## src/rtl/snake_motion_ctrl.sv

```systemverilog
// Snake head motion controller: frame-divided stepping, reversal-safe steering.
// Define WRAP_EN for a toroidal playfield; otherwise walls collide and halt.
module snake_motion_ctrl #(
  parameter int         GRID_W    = 40,
  parameter int         GRID_H    = 30,
  parameter int         STEP_DIV  = 8,
  parameter int         START_X   = 20,
  parameter int         START_Y   = 15,
  parameter logic [1:0] START_DIR = 2'b11
) (
  input  logic       Clk,
  input  logic       Reset,
  input  logic       frame_tick,
  input  logic       enable,
  input  logic       Load,
  input  logic [1:0] motionFlag,
  output logic [5:0] head_x,
  output logic [4:0] head_y,
  output logic [1:0] dir,
  output logic       step,
  output logic       collide
);

  localparam int CW = (STEP_DIV > 1) ? $clog2(STEP_DIV) : 1;
  localparam logic [CW-1:0] CMAX = CW'(STEP_DIV - 1);

  typedef enum logic [1:0] {IDLE, RUN, HALT} state_t;

  state_t          state, state_n;
  logic [CW-1:0]   cnt, cnt_n;
  logic [1:0]      pend, pend_n;
  logic [1:0]      dir_n;
  logic [5:0]      x_n;
  logic [4:0]      y_n;
  logic            step_n, col_n;
  logic            commit, rev;
  logic [6:0]      nx;
  logic [5:0]      ny;

  always_ff @(posedge Clk) begin
    if (Reset) begin
      state   <= IDLE;
      head_x  <= 6'(START_X);
      head_y  <= 5'(START_Y);
      dir     <= START_DIR;
      pend    <= START_DIR;
      cnt     <= '0;
      step    <= 1'b0;
      collide <= 1'b0;
    end else begin
      state   <= state_n;
      head_x  <= x_n;
      head_y  <= y_n;
      dir     <= dir_n;
      pend    <= pend_n;
      cnt     <= cnt_n;
      step    <= step_n;
      collide <= col_n;
    end
  end

  always_comb begin
    state_n = state;
    x_n     = head_x;
    y_n     = head_y;
    dir_n   = dir;
    pend_n  = pend;
    cnt_n   = cnt;
    step_n  = 1'b0;
    col_n   = collide;
    commit  = 1'b0;
    rev     = 1'b0;
    nx      = {1'b0, head_x};
    ny      = {1'b0, head_y};
    unique case (state)
      IDLE: begin
        if (enable && Load) begin
          state_n = RUN;
          pend_n  = motionFlag;
        end
      end
      RUN: begin
        if (enable) begin
          commit = frame_tick && (cnt == CMAX);
          // a key on the commit cycle is judged against the move in flight
          rev = ((motionFlag ^ (commit ? pend : dir)) == 2'b10);
          if (Load && !rev) pend_n = motionFlag;
          if (frame_tick) cnt_n = commit ? '0 : cnt + 1'b1;
          if (commit) begin
            dir_n = pend;
            unique case (pend)
              2'b00: ny = ny - 1'b1;
              2'b01: nx = nx - 1'b1;
              2'b10: ny = ny + 1'b1;
              2'b11: nx = nx + 1'b1;
            endcase
`ifdef WRAP_EN
            if (nx[6]) nx = 7'(GRID_W - 1);
            else if (nx >= 7'(GRID_W)) nx = '0;
            if (ny[5]) ny = 6'(GRID_H - 1);
            else if (ny >= 6'(GRID_H)) ny = '0;
            x_n    = nx[5:0];
            y_n    = ny[4:0];
            step_n = 1'b1;
`else
            if (nx[6] || nx >= 7'(GRID_W) ||
                ny[5] || ny >= 6'(GRID_H)) begin
              col_n   = 1'b1;
              state_n = HALT;
            end else begin
              x_n    = nx[5:0];
              y_n    = ny[4:0];
              step_n = 1'b1;
            end
`endif
          end
        end
      end
      default: ;
    endcase
  end

endmodule

```

## config.mk

```make
export PLATFORM = sky130hd
export DESIGN_NAME = snake_motion_ctrl
export DESIGN_NICKNAME = d
export VERILOG_FILES = /design/src/rtl/snake_motion_ctrl.sv
export SDC_FILE = /design/constraint.sdc
export NUM_CORES = 1
export LEC_CHECK = 0
export BUFFER_PORTS_ARGS = -buffer_cell sky130_fd_sc_hd__buf_2
export CELL_PAD_IN_SITES_DETAIL_PLACEMENT = 0
export CELL_PAD_IN_SITES_GLOBAL_PLACEMENT = 2
export CORE_MARGIN = 2
export CORE_UTILIZATION = 30
export DETAILED_ROUTE_END_ITERATION = 10
export HOLD_SLACK_MARGIN = 0.1
export MAX_ROUTING_LAYER = met4
export PLACE_DENSITY_LB_ADDON = 0.15
export SYNTH_ARGS = -nofsm -noshare
export SYNTH_HDL_FRONTEND = slang
export SYNTH_SLANG_ARGS = --single-unit
```

## constraint.sdc

```tcl
create_clock -name Clk -period 3.75 [get_ports Clk]
set_input_delay 0.75 -clock Clk [delete_from_list [all_inputs] [get_ports Clk]]
set_output_delay 0.75 -clock Clk [all_outputs]
set_load 0.03 [all_outputs]
```

==> impl_summary.md, run 1 <==
Drt
The DRC violation total after the first TritonRoute iteration is 48. The total routed wirelength is between 3000 and 4000 um. The residual antenna-violating net count after detailed routing is 0. In the final routed layout, each cell accounts on average for around 12 um. The number of vias per cell after detailed routing is 4.75.

In the routed design, unresolved DRC markers number 0. The routed via count is about 1200. For this run, the detailed router's first-pass iteration total came to 4.

Clocking
The clock-pin transition on the worst setup and hold timing paths is about 0.080 ns. Once the clock tree was built, the resizer swapped 0 gates to a different size. Buffers inserted during clock tree synthesis total 3. The H-tree level count is 1. The tree is rooted in a sky130_fd_sc_hd__clkbuf_8. The setup fix buffers added after clock tree synthesis is 0. The clock sink total is 22. The clock passes through at most 2 buffers. At the later pin of the worst-skew pair, clock insertion delay measures ~0.26 ns. The CTS tree is yes. The number of hold-repair buffers added at the cts stage is 0.

Floorplan
The row count is 25. The initial utilization of the core area, before any placement, comes to 31.0%. The area of the die is around 5500 um^2. The core region is about 4700 um^2. The die width is 73.9 um. The vertical die dimension is around 74 um.

For this design the top-level I/O count stands at 22.

GRT
The sum of overflow across all layers after global routing is 0. The number of antenna violations at the first check in global routing came to 0. The number of global-route vias before repair is 1161. The first global-routing pass estimated around 5400 um of wire. Entering global routing, the biggest net connects 33 pins. For this run, the total global-route usage over all layers was measured as 13.1%.

STA
Setup repair after global routing left no endpoint under its margin. Setup total negative slack on the finished layout was measured at 0 ns. The hold violation total from the final report is 0. The worst pin sits at a relative slew slack of approximately three fifths. The final period demand of the worst path is around 3 ns. For the final database, setup skew stands at ~0.0041 ns. The post-layout worst setup margin is 0.740 ns.

The share of the cycle needed by the critical path after routing is around four fifths. The setup violation total in the final timing report is 0. The highest attainable clock frequency is 332 MHz. The total count of max-transition violations in the final report is 0. The slew at the pin closest to its max-slew limit is between 0.5 and 0.6 ns.

Setup path
STA puts the critical path data required time at ~4 ns. The highest fanout seen on the critical path is 7. The critical path is of the flop to flop type. STA classifies the critical path startpoint as a flop. Traced cell by cell, the critical path runs through nand2b_1 -> fa_1 -> a21o_1 -> a21oi_1 -> xor2_1 -> o21ai_0 -> a221oi_4 -> nand3_4 -> mux2_4. The critical path contains buffers and inverters numbering 0 combined. The beginning of the worst register-to-register path is pend[1]$_SDFFE_PP1P_. On the critical path, the stage with the largest delay is an instance of sky130_fd_sc_hd__a221oi_4. The kind of end point of the critical path is a flop. The worst register-to-register path ends at head_x[3]$_SDFFE_PP0P_. The kind of cell adding the most delay to the critical path is compound AO/OA/AOI/OAI gates. On the worst path, the slowest cell contributes a delay of 0.50 ns. Measured in cells, the most critical reg-to-reg path has a length of 9.

The worst-case register-to-register setup slack is 0.74 ns. Data arrives at the worst endpoint at roughly 3.2 ns.

Synthesis
By area the synthesized netlist is led by sky130_fd_sc_hd__dfxtp_1 30%, sky130_fd_sc_hd__ha_1 10%, sky130_fd_sc_hd__nor2_1 7.7%. The average cell area after synthesis is slightly below 9 um^2. The fraction of post-synthesis cell area in the top cell type by area is 30.1%.

The synthesized instance count is between 150 and 200. The synthesized netlist occupies a cell area of approximately 1500 um^2. The number of warning messages in the yosys log is 0.

Synthesis instantiated 40 different standard cells from the library. For this run, the leading register cell type out of synthesis is sky130_fd_sc_hd__dfxtp_1. The largest area contributor in the netlist is sky130_fd_sc_hd__dfxtp_1. The number of flops mapped to enable cells by yosys is 0. The synthesized net count is between 150 and 200. In this run, synthesis produced a sequential element count of 22. The share of synthesized area occupied by flip-flops and latches is 30.1%. The fraction of registers with async set or reset after synthesis is 0%.

Run
The tool flagged a number of max-cap violations equal to 0.

Layout
The filler cell count in the final layout is ~500. The proportion of layout cells with a drive suffix above 1 is 20.5%. The count of antenna diodes in the layout is 0. Compared with the post-synthesis result, the final layout area differs by 16.7%. The finished layout holds between 200 and 300 standard cells, fillers aside.

In the final design database the tool counted around 210 nets. The end-of-flow core utilization is between 30% and 40%.

Hold path
The cell count of the worst hold path is 2. The path with the worst hold slack has its endpoint at collide$_SDFFE_PP0P_. The worst min-delay path category is flop to flop. In this run the most critical hold path is launched from collide$_SDFFE_PP0P_.

Pwr
The areal power density over the cells is ~330 nW/um^2. The leakage dissipation is about 0.75 nW. The peak ir drop on the vdd network is about 120 uV.

The overall power after layout is ~0.00057 W.

Placed design
Timing analysis after detailed placement gives a worst setup slack of just over 0.7 ns. The final RePlAce weighted congestion is ~0.76. Port buffering added 21 buffers.

The HPWL after detailed placement is about 2500 um. The cell count after placement is around 250.

Outcome
The run finished with clean final reports.
-- sequential cells by signal, indices dropped and copies added (netlist names) --
register and cells:
state 2, collide 1, cnt 3, head_y 5
step 1, pend 2, head_x 6, dir 2
-- through the flow --
stage	hold WS [ns]	cell area, um^2
floorplan	0.426	1460
global placement	0.431	1640
detailed placement	0.442	1640
CTS	0.457	1710
global route	0.499	1710
finish	0.446	1710
-- kinds of logic (layout without fill, tap and decap cells) --
| family | count (synthesis) | after routing | share of synthesized area, % |
|---|---|---|---|
| fa+ha+maj | 14 | 14 | 13.0 |
| buf+inv | 13 | 34 | 3.68 |
| compound gates | 30 | 30 | 15.3 |
| mux | 14 | 14 | 11.1 |
| xor+xnor | 7 | 7 | 4.19 |
| flops | 22 | 22 | 30.1 |
| simple gates | 69 | 69 | 22.7 |
-- worst max path at each step --
| stage | start | endpoint | slack (ns) | cells after the start |
|---|---|---|---|---|
| floorplan | pend[0]$_SDFFE_PP1P_ | head_x[0]$_SDFFE_PP0P_ | 0.83 | 11 |
| global placement | pend[0]$_SDFFE_PP1P_ | head_x[1]$_SDFFE_PP0P_ | 0.77 | 9 |
| detailed placement | pend[1]$_SDFFE_PP1P_ | head_x[3]$_SDFFE_PP0P_ | 0.71 | 9 |
| CTS | pend[1]$_SDFFE_PP1P_ | head_x[3]$_SDFFE_PP0P_ | 0.70 | 9 |
| global route | pend[1]$_SDFFE_PP1P_ | head_x[1]$_SDFFE_PP0P_ | 0.50 | 9 |
| finish | pend[1]$_SDFFE_PP1P_ | head_x[3]$_SDFFE_PP0P_ | 0.74 | 9 |
-- placed cells by master, fill, tap and decap left out, types with 2 or more instances in the layout --
master	instances
sky130_fd_sc_hd__nor3_1	4
sky130_fd_sc_hd__nand3_1	5
sky130_fd_sc_hd__dfxtp_1	22
sky130_fd_sc_hd__clkbuf_8	3
sky130_fd_sc_hd__buf_2	21
sky130_fd_sc_hd__a21oi_1	13
sky130_fd_sc_hd__inv_1	8
sky130_fd_sc_hd__nand2_1	13
sky130_fd_sc_hd__xnor2_1	4
sky130_fd_sc_hd__o21ai_0	4
sky130_fd_sc_hd__ha_1	12
sky130_fd_sc_hd__fa_1	2
sky130_fd_sc_hd__nor2b_1	4
sky130_fd_sc_hd__a211o_1	2
sky130_fd_sc_hd__mux2_4	4
sky130_fd_sc_hd__mux2i_1	8
sky130_fd_sc_hd__nand2b_1	6
sky130_fd_sc_hd__nor2_1	30
sky130_fd_sc_hd__xor2_1	3
-- layout make-up --
type | count | area (um^2) | area share (%)
clock buffer | 3 | 41.3 | 2.42
clock inverter | 1 | 30.0 | 1.76
inverter | 8 | 30.0 | 1.76
multi-input combinational | 134 | 970 | 56.8
sequential | 22 | 440 | 25.8
tap | 67 | 83.8 | 4.91
timing repair buffer | 22 | 113 | 6.59
-- synth_stat cells (all sizes together), types with 6 or more instances --
cell    number
mux2i        8
inv          8
ha          12
dfxtp       22
mux2         6
a21oi       14
nor2        30
nand2b       6
nand2       14
nand3        6
-- power by group --
group	internal (W)	switching, W
clock network	0.000142	0.0000767
registers	0.000236	0.00000355
logic	0.0000445	0.0000660
-- worst register-to-register path: stages (launching register included) --
cell and delay, ns:
sky130_fd_sc_hd__dfxtp_1 0.44, sky130_fd_sc_hd__nand2b_1 0.22, sky130_fd_sc_hd__fa_1 0.47, sky130_fd_sc_hd__a21o_1 0.21, sky130_fd_sc_hd__a21oi_1 0.17, sky130_fd_sc_hd__xor2_1 0.23
sky130_fd_sc_hd__o21ai_0 0.17, sky130_fd_sc_hd__a221oi_4 0.50, sky130_fd_sc_hd__nand3_4 0.18, sky130_fd_sc_hd__mux2_4 0.33
-- layer usage --
layer	up-vias	part of all wire (%)	GRT usage [%]
met5	-	0	-
met4	0	0.60	4.24
met3	2	3.8	1.78
met2	21	43	18.3
met1	566	53	19.3
li1	632	-	-
Note: power is estimated with default switching activity, not from simulation.
==> inputs of run 2 (changes only) <==
--- a/config.mk
+++ b/config.mk
@@ -5,6 +5,7 @@
 export SDC_FILE = /design/constraint.sdc
 export NUM_CORES = 1
 export LEC_CHECK = 0
+export ABC_AREA = 1
 export BUFFER_PORTS_ARGS = -buffer_cell sky130_fd_sc_hd__buf_2
 export CELL_PAD_IN_SITES_DETAIL_PLACEMENT = 0
 export CELL_PAD_IN_SITES_GLOBAL_PLACEMENT = 2
==> constraint.sdc (replaced) <==
create_clock -name Clk -period 2.9 [get_ports Clk]
set_input_delay 0.58 -clock Clk [delete_from_list [all_inputs] [get_ports Clk]]
set_output_delay 0.58 -clock Clk [all_outputs]
set_load 0.03 [all_outputs]
==> run 2 against run 1 <==
Net effect:
- non-clock buffer count rose by 1
- critical path type unchanged
- synthesized cell count rose by 40%
- wire length rose by 22%
==> impl_summary.md, run 2 <==
Drt
The residual antenna-violating net count after detailed routing is 0 (unchanged). The wire length per cell was 11.8 um (-4.5%). The highest layer touched by signal routing is met4. The amount of wire on met3 after detailed routing is 91 um (-24%). The DRC violation total after the first TritonRoute iteration was 50 (+4.2%). The routed wire length on met2 came to 1740 um (+27%). The detailed-routing iteration count for the pre-antenna-repair pass is 4 (unchanged).

The number of vias per cell after detailed routing is 4.55 (-4.2%). The sum of routed wire segments on met1 was 2000 um (+20%). The post-route DRC violation count is 0 (unchanged). The total routed wirelength is 3880 um (+22%). The routed via count came to 1498 (+23%).

Setup path
STA classifies the critical path endpoint as a flop. Among the stages of the critical path, the cell type that occurs most often is sky130_fd_sc_hd__inv_1. The endpoint of the most critical register-to-register path is head_y[3]$_SDFFE_PP1P_.

The worst-case register-to-register setup slack is 0.42 ns (-0.32 ns). The critical path class is flop to flop. The data required time of the worst path is 3.04 ns (-0.87 ns). STA classifies the critical path startpoint as a flop. The slowest stage cell on the critical path is sky130_fd_sc_hd__fa_1. The data arrival time at the worst-slack endpoint is 2.62 ns (-0.55 ns). The beginning of the worst register-to-register path is pend[1]$_SDFFE_PP1P_. The number of cell instances on the worst register-to-register path was 15 (+6). The signal on the critical path passes through nand2_1 -> inv_1 -> fa_1 -> inv_1 -> nand3_1 -> a21oi_1 -> nor2_1 -> nor2_2 -> nor2_4 -> nor2_4 -> nor2_8 -> nand2_4 -> inv_1 -> nand2_1 -> nand3_1. The highest fanout seen on the critical path is 13 (+6).

The delay contributed by the slowest stage of the critical path came to 0.42 ns (-0.08 ns).

STA
The slew at the pin closest to its max-slew limit was 0.533 ns (-0.0414 ns). The hold violation total from the final report is 0 (unchanged). The final period demand of the worst path is 2.48 ns (-0.530 ns). The highest attainable clock frequency is 403 MHz (+21%).

The final setup TNS is 0 ns (unchanged). The setup violation total in the final timing report is 0 (unchanged). The total count of max-transition violations in the final report is 0 (unchanged). The worst slew slack as a fraction of its limit came to 64.5% (+2.7 points).

Setup repair after global routing left no endpoint under its margin. The clock skew after layout came to 0.00352 ns (-0.000602 ns). The share of the cycle needed by the critical path after routing was 85.5% (+5.2 points).

Layout
The count of antenna diodes in the layout is 0 (unchanged). The net count of the finished layout is 281 (+33%). The flip-flop count of the largest register, all copies and words added was 6 (unchanged).

The proportion of layout cells with a drive suffix above 1 is 15.4% (-5.1 points). The area growth from synthesis to layout is 16.0%. Counting flops per register, the top entry is head_x. The final instance area is 1840 um^2 (+7.5%). Leaving out fill and tap cells, the most frequent cell in the layout is sky130_fd_sc_hd__nand2_1. The largest registers in the layout are head_x (6), head_y (5), cnt (3). In the layout the commonest cells are 59 x sky130_fd_sc_hd__nand2_1, 29 x sky130_fd_sc_hd__inv_1, 26 x sky130_fd_sc_hd__nand3_1.

Clocking
The clock sink total is 22 (unchanged). The H-tree level count is 1 (unchanged). The root cell of the clock tree is sky130_fd_sc_hd__clkbuf_8.

The setup fix buffers added after clock tree synthesis is 0 (unchanged). The maximum clock insertion buffer count is 2 (unchanged). TritonCTS built the clock tree. The clock-pin transition on the worst setup and hold timing paths is 0.09 ns (about the same). The number of hold-repair buffers added at the cts stage is 0 (unchanged). The clock latency reported for the late side of the worst-skew pair is 0.27 ns (about the same). The post-cts gate resize count is 0 (unchanged). The clock buffer count from CTS is 3 (unchanged).

Pwr
The areal power density over the cells was 454 nW/um^2 (+36%). The leakage dissipation is 0.944 nW (+27%). The peak ir drop on the vdd network is 174 uV (+47%).

Floorplan
The area of the die is 5870 um^2 (+7.7%). The vertical die dimension came to 76.6 um (+3.8%). The die width was 76.6 um (+3.8%). The placeable core area is 5110 um^2 (+8.1%).

The total I/O pin count was 22 (unchanged). The starting density of the core was 31.0% (about the same). The row count is 26 (+4.0%).

Synthesis
The fraction of post-synthesis cell area in the top cell type by area is 27.8% (-2.3 points). The most common cell in the synthesized netlist is sky130_fd_sc_hd__nand2_1. The count of different cell masters after synthesis is 30 (-25%). The average cell area after synthesis is 6.71 um^2 (-23%). The fraction of registers with async set or reset after synthesis is 0% (unchanged). The share of synthesized area occupied by flip-flops and latches is 27.8% (-2.3 points). Sorting the synthesized cells by area gives the leading types as sky130_fd_sc_hd__dfxtp_1 28%, sky130_fd_sc_hd__nand2_1 14%, sky130_fd_sc_hd__ha_1 9.5%. The synthesized net count came to 257 (+35%).

The largest area contributor in the netlist is sky130_fd_sc_hd__dfxtp_1. The cell area after synthesis was 1580 um^2 (+8.1%). The commonest register cell after synthesis is sky130_fd_sc_hd__dfxtp_1. The synthesized instance count is 236 (+40%). The number of warning messages in the yosys log came to 0 (unchanged). The number of flops mapped to enable cells by yosys is 0 (unchanged). By count the netlist is led by 59 x sky130_fd_sc_hd__nand2_1, 29 x sky130_fd_sc_hd__inv_1, 26 x sky130_fd_sc_hd__nand3_1. The register bit count reported by yosys was 22 (unchanged).

Hold path
In this run the worst hold path is classified as flop to flop. The cell count of the worst hold path is 2 (unchanged). The capture endpoint of the worst hold path is collide$_SDFFE_PP0P_. The worst hold path begins at collide$_SDFFE_PP0P_.

GRT
The sum of overflow across all layers after global routing is 0 (unchanged). The total global-route track usage is 14.7% (+1.6 points). The number of global-route vias before repair is 1453 (+25%). The largest net degree at the start of global routing is 18 (-45%). The number of antenna violations at the first check in global routing is 0 (unchanged). The global-route wire length before repair came to 6810 um (+27%).

Placed design
The final RePlAce weighted congestion is 0.832 (+9.7%). The detailed-placement wirelength estimate came to 3050 um (+24%). The quantity of I/O buffers inserted on ports is 21 (unchanged). The standard cell area after detailed placement is 1770 um^2 (+7.9%).

Run
The total of max-cap violations is 0 (unchanged).

Outcome
The run finished with clean final reports.
[run 2: cell types whose count changed after synthesis, sizes merged, moves of 4 or more]
cell    before  now
nand3        6   27
inv          8   34
nand2       14   61
o21ai        4   11
mux2i        8    0
nor2b        4    0
mux2         6    0
nand4        1    9
nand2b       6    0
[run 2: worst max path at each step]
stage	from	to	cells after the start
after floorplan	pend[0]$_SDFFE_PP1P_	head_y[1]$_SDFFE_PP1P_	17
after global placement	pend[1]$_SDFFE_PP1P_	head_y[3]$_SDFFE_PP1P_	15
after detailed placement	pend[1]$_SDFFE_PP1P_	head_y[3]$_SDFFE_PP1P_	15
after CTS	pend[1]$_SDFFE_PP1P_	head_y[3]$_SDFFE_PP1P_	15
after global routing	pend[1]$_SDFFE_PP1P_	head_y[3]$_SDFFE_PP1P_	15
final	pend[1]$_SDFFE_PP1P_	head_y[3]$_SDFFE_PP1P_	15
[run 2: critical path, delay by kind of cell (launching register included)]
| family | cells | cell delay (ns) |
|---|---|---|
| flops | 1 | 0.37 |
| buf+inv | 3 | 0.28 |
| compound gates | 1 | 0.18 |
| simple gates | 10 | 1.10 |
| fa+ha+maj | 1 | 0.42 |
[run 2: metrics by stage]
stage / hold WS [ns] / setup WS, ns / util [%] / cells / total power (W)
6_report: 0.451 / 0.420 / 36.0 / 329 / 0.000835
5_1_grt: 0.497 / 0.117 / 36.0 / 329 / 0.000886
4_1_cts: 0.454 / 0.374 / 36.0 / 329 / 0.000848
3_5_place_dp: 0.440 / 0.416 / 34.6 / 325 / 0.000544
3_3_place_gp: 0.436 / 0.420 / 34.6 / 325 / 0.000547
2_1_floorplan: 0.438 / 0.575 / - / 236 / 0.000498
[run 2: kinds of logic (layout without fill, tap and decap cells)]
family	after synthesis	count (layout)	share of synthesized area [%]
AOI/OAI and AO/OA	27	27	9.64
xor gates and xnor gates	3	3	1.66
adders and majority gates	14	14	12.0
buffers and inverters	39	62	9.88
DFF	22	22	27.8
and+or+nand+nor	131	131	39.0
[run 2: layout make-up]
class	count	area, um^2
clock buffer	3	41.3
clock inverter	1	30.0
fill	580	3270
inverter	35	131
multi-input combinational	175	986
sequential	22	440
tap	70	87.6
timing repair buffer	23	120
[run 2: report_power, final]
group          internal, W  total [W]  switching (W)
logic            0.0000792   0.000220       0.000141
clock network     0.000185   0.000299       0.000114
registers         0.000309   0.000316     0.00000693
[run 2: metal layers]
layer	vias up	global-route usage (%)
met2	19	23.6
li1	815	-
met1	659	19.1
met3	5	2.49
met5	-	-
met4	0	3.82
==> inputs of run 3 (changes only) <==
==> constraint.sdc (replaced) <==
create_clock -name Clk -period 3.1 [get_ports Clk]
set_input_delay 0.62 -clock Clk [delete_from_list [all_inputs] [get_ports Clk]]
set_output_delay 0.62 -clock Clk [all_outputs]
set_load 0.03 [all_outputs]
==> run 3 against run 2 <==
Net effect:
- cell area is the same
- fmax shrank 1.3%
- sequential power fell by 6.3%
- power shrank 6.7%
- global-route usage down 0.71 points
- clock power down 7.4%
- highest routed layer unchanged
==> impl_summary.md, run 3 (synthesized netlist as in run 2, its figures left out) <==
Outcome
The flow ran to the end, and the final reports show no timing, DRC or antenna violations.

Floorplan
The starting density of the core was 31.0% (unchanged). The row count is 26 (unchanged). The total I/O pin count was 22 (unchanged). The placeable core area is 5110 um^2 (unchanged). The vertical die dimension is 76.6 um (unchanged). The area of the die is 5870 um^2 (unchanged). The die width is 76.6 um (unchanged).

Clocking
The maximum clock insertion buffer count is 2 (unchanged). The H-tree level count is 1 (unchanged). The clock latency reported for the late side of the worst-skew pair was 0.27 ns (about the same).

The root cell of the clock tree is sky130_fd_sc_hd__clkbuf_8. The clock sink total is 22 (unchanged). TritonCTS built the clock tree. The clock-pin transition on the worst setup and hold timing paths was 0.09 ns (about the same). The post-cts gate resize count is 0 (unchanged).

The number of hold-repair buffers added at the cts stage is 0 (unchanged). The setup fix buffers added after clock tree synthesis was 0 (unchanged). The clock buffer count from CTS is 3 (unchanged).

Pwr
The areal power density over the cells is 424 nW/um^2 (-6.7%). The internal cell power is 0.000536 W (-6.5%). The net switching power came to 0.000243 W (-7.1%). The switching share of power is 31.2% (-0.15 points). The relative contribution of the clock network to total power was 35.6% (-0.2 points).

The share of power burned in combinational logic is 26.4% (about the same). The peak ir drop on the vdd network is 226 uV (+30%). The leakage dissipation was 0.944 nW (unchanged). The register share of total power was 38.0% (+0.2 points).

STA
The final period demand of the worst path is 2.51 ns (+0.0322 ns). The slew at the pin closest to its max-slew limit is 0.548 ns (+0.0158 ns). The share of the cycle needed by the critical path after routing was 81.0% (-4.5 points). The setup violation total in the final timing report is 0 (unchanged). The worst slew slack as a fraction of its limit is 63.4% (-1.1 points).

The total count of max-transition violations in the final report is 0 (unchanged). The highest attainable clock frequency was 398 MHz (-1.3%). The post-route worst hold slack is 0.453 ns (+0.00127 ns). Setup repair after global routing left no endpoint under its margin. The final setup TNS is 0 ns (unchanged). The hold violation total from the final report is 0 (unchanged). The clock skew after layout is 0.00607 ns (+0.00254 ns).

Layout
The net count of the finished layout came to 281 (unchanged). The register with the highest flop count is head_x. The largest registers in the layout are head_x (6), head_y (5), cnt (3). Leaving out fill and tap cells, the most frequent cells in the layout are 59 x sky130_fd_sc_hd__nand2_1, 29 x sky130_fd_sc_hd__inv_1, 26 x sky130_fd_sc_hd__nand3_1. The end-of-flow core utilization is 36.0% (unchanged). The total area of multi-input combinational cells came to 986 um^2 (unchanged). The proportion of layout cells with a drive suffix above 1 is 15.4% (unchanged). The flip-flop count of the largest register, all copies and words added came to 6 (unchanged). The area of all sequential standard cells is 440 um^2 (unchanged). The filler cell count in the final layout came to 582 (+0.34%). The area growth from synthesis to layout is 16.0% (unchanged).

Leaving out fill and tap cells, the most frequent cell in the layout is sky130_fd_sc_hd__nand2_1. The number of non-filler instances in the completed layout is 329 (unchanged). The count of antenna diodes in the layout came to 0 (unchanged).

The final instance area came to 1840 um^2 (unchanged).

GRT
The sum of overflow across all layers after global routing is 0 (unchanged). The total global-route track usage is 14.0% (-0.71 points). The number of antenna violations at the first check in global routing is 0 (unchanged). The number of global-route vias before repair is 1415 (-2.6%). The largest net degree at the start of global routing is 18 (unchanged). The global-route wire length before repair came to 6530 um (-4.2%).

Setup path
The highest fanout seen on the critical path was 13 (unchanged). The worst setup path is of the flop to flop kind. The data required time of the worst path is 3.23 ns (+0.19 ns). The kind of end point of the critical path is a flop.

The data arrival time at the worst-slack endpoint is 2.65 ns (+0.03 ns). The startpoint kind of the worst setup timing path is a flop.

Drt
The DRC violation total after the first TritonRoute iteration was 88 (+76%). The routed via count is 1511 (+0.87%). The number of vias per cell after detailed routing is 4.59 (+0.87%).

The residual antenna-violating net count after detailed routing is 0 (unchanged). The total routed wirelength is 3760 um (-3.1%). The post-route DRC violation count was 0 (unchanged).

The wire length per cell is 11.4 um (-3.1%). The detailed-routing iteration count for the pre-antenna-repair pass is 4 (unchanged).

Placed design
The standard cell area after detailed placement came to 1770 um^2 (unchanged). The quantity of I/O buffers inserted on ports is 21 (unchanged). The cell count after placement is 325 (unchanged). The detailed-placement wirelength estimate was 2980 um (-2.5%). The final RePlAce weighted congestion was 0.769 (-7.5%).

Hold path
The min-delay analysis places its worst path in the category flop to flop.

Run
The total of max-cap violations came to 0 (unchanged).
-- run 3: final timing paths --
| check | start | end | slack, ns | cells after the start |
|---|---|---|---|---|
| worst min-delay path | collide$_SDFFE_PP0P_ | collide$_SDFFE_PP0P_ | 0.45 | 2 |
| worst max-delay path | pend[0]$_SDFFE_PP1P_ | head_x[4]$_SDFFE_PP1P_ | 0.59 | 15 |
| worst min register to register | collide$_SDFFE_PP0P_ | collide$_SDFFE_PP0P_ | 0.45 | 2 |
| worst max register to register | pend[0]$_SDFFE_PP1P_ | head_x[4]$_SDFFE_PP1P_ | 0.59 | 15 |
-- run 3: worst max-delay path, stage by stage (launching register included) --
cell	delay [ns]
sky130_fd_sc_hd__dfxtp_1	0.49
sky130_fd_sc_hd__nand2_1	0.25
sky130_fd_sc_hd__ha_1	0.45
sky130_fd_sc_hd__nand2_1	0.07
sky130_fd_sc_hd__nand2_1	0.10
sky130_fd_sc_hd__nand2_1	0.08
sky130_fd_sc_hd__nand3_1	0.09
sky130_fd_sc_hd__nand2_1	0.05
sky130_fd_sc_hd__nand3_1	0.06
sky130_fd_sc_hd__nand2_1	0.11
sky130_fd_sc_hd__nor2_4	0.19
sky130_fd_sc_hd__nor2_8	0.07
sky130_fd_sc_hd__nand2_4	0.14
sky130_fd_sc_hd__inv_1	0.10
sky130_fd_sc_hd__nand2_1	0.07
sky130_fd_sc_hd__nand3_1	0.05
-- run 3: power groups by stage --
stage	registers [W]	clock network (W)	logic, W
2_1_floorplan	0.000304	0	0.000162
3_3_place_gp	0.000302	0	0.000210
3_5_place_dp	0.000303	0	0.000207
4_1_cts	0.000296	0.000287	0.000209
5_1_grt	0.000297	0.000301	0.000233
6_report	0.000296	0.000277	0.000206
-- run 3: final cells by class --
cell class / count / area share (%)
inverter: 35 / 7.15
multi-input combinational: 175 / 53.7
timing repair buffer: 23 / 6.54
clock inverter: 1 / 1.63
clock buffer: 3 / 2.25
tap: 70 / 4.77
sequential: 22 / 24.0
-- run 3: metrics by stage --
| stage | setup slack [ns] | power [W] |
|---|---|---|
| finish | 0.588 | 0.000779 |
| floorplan | 0.775 | 0.000466 |
| detailed placement | 0.587 | 0.000510 |
| global route | 0.238 | 0.000831 |
| CTS | 0.557 | 0.000792 |
| global placement | 0.626 | 0.000513 |
-- run 3: per-layer routing --
metal	GRT usage, %	routed length [um]
met1	18.5	1930
met2	23.0	1740
met3	1.78	76
met4	2.73	15
met5	-	0
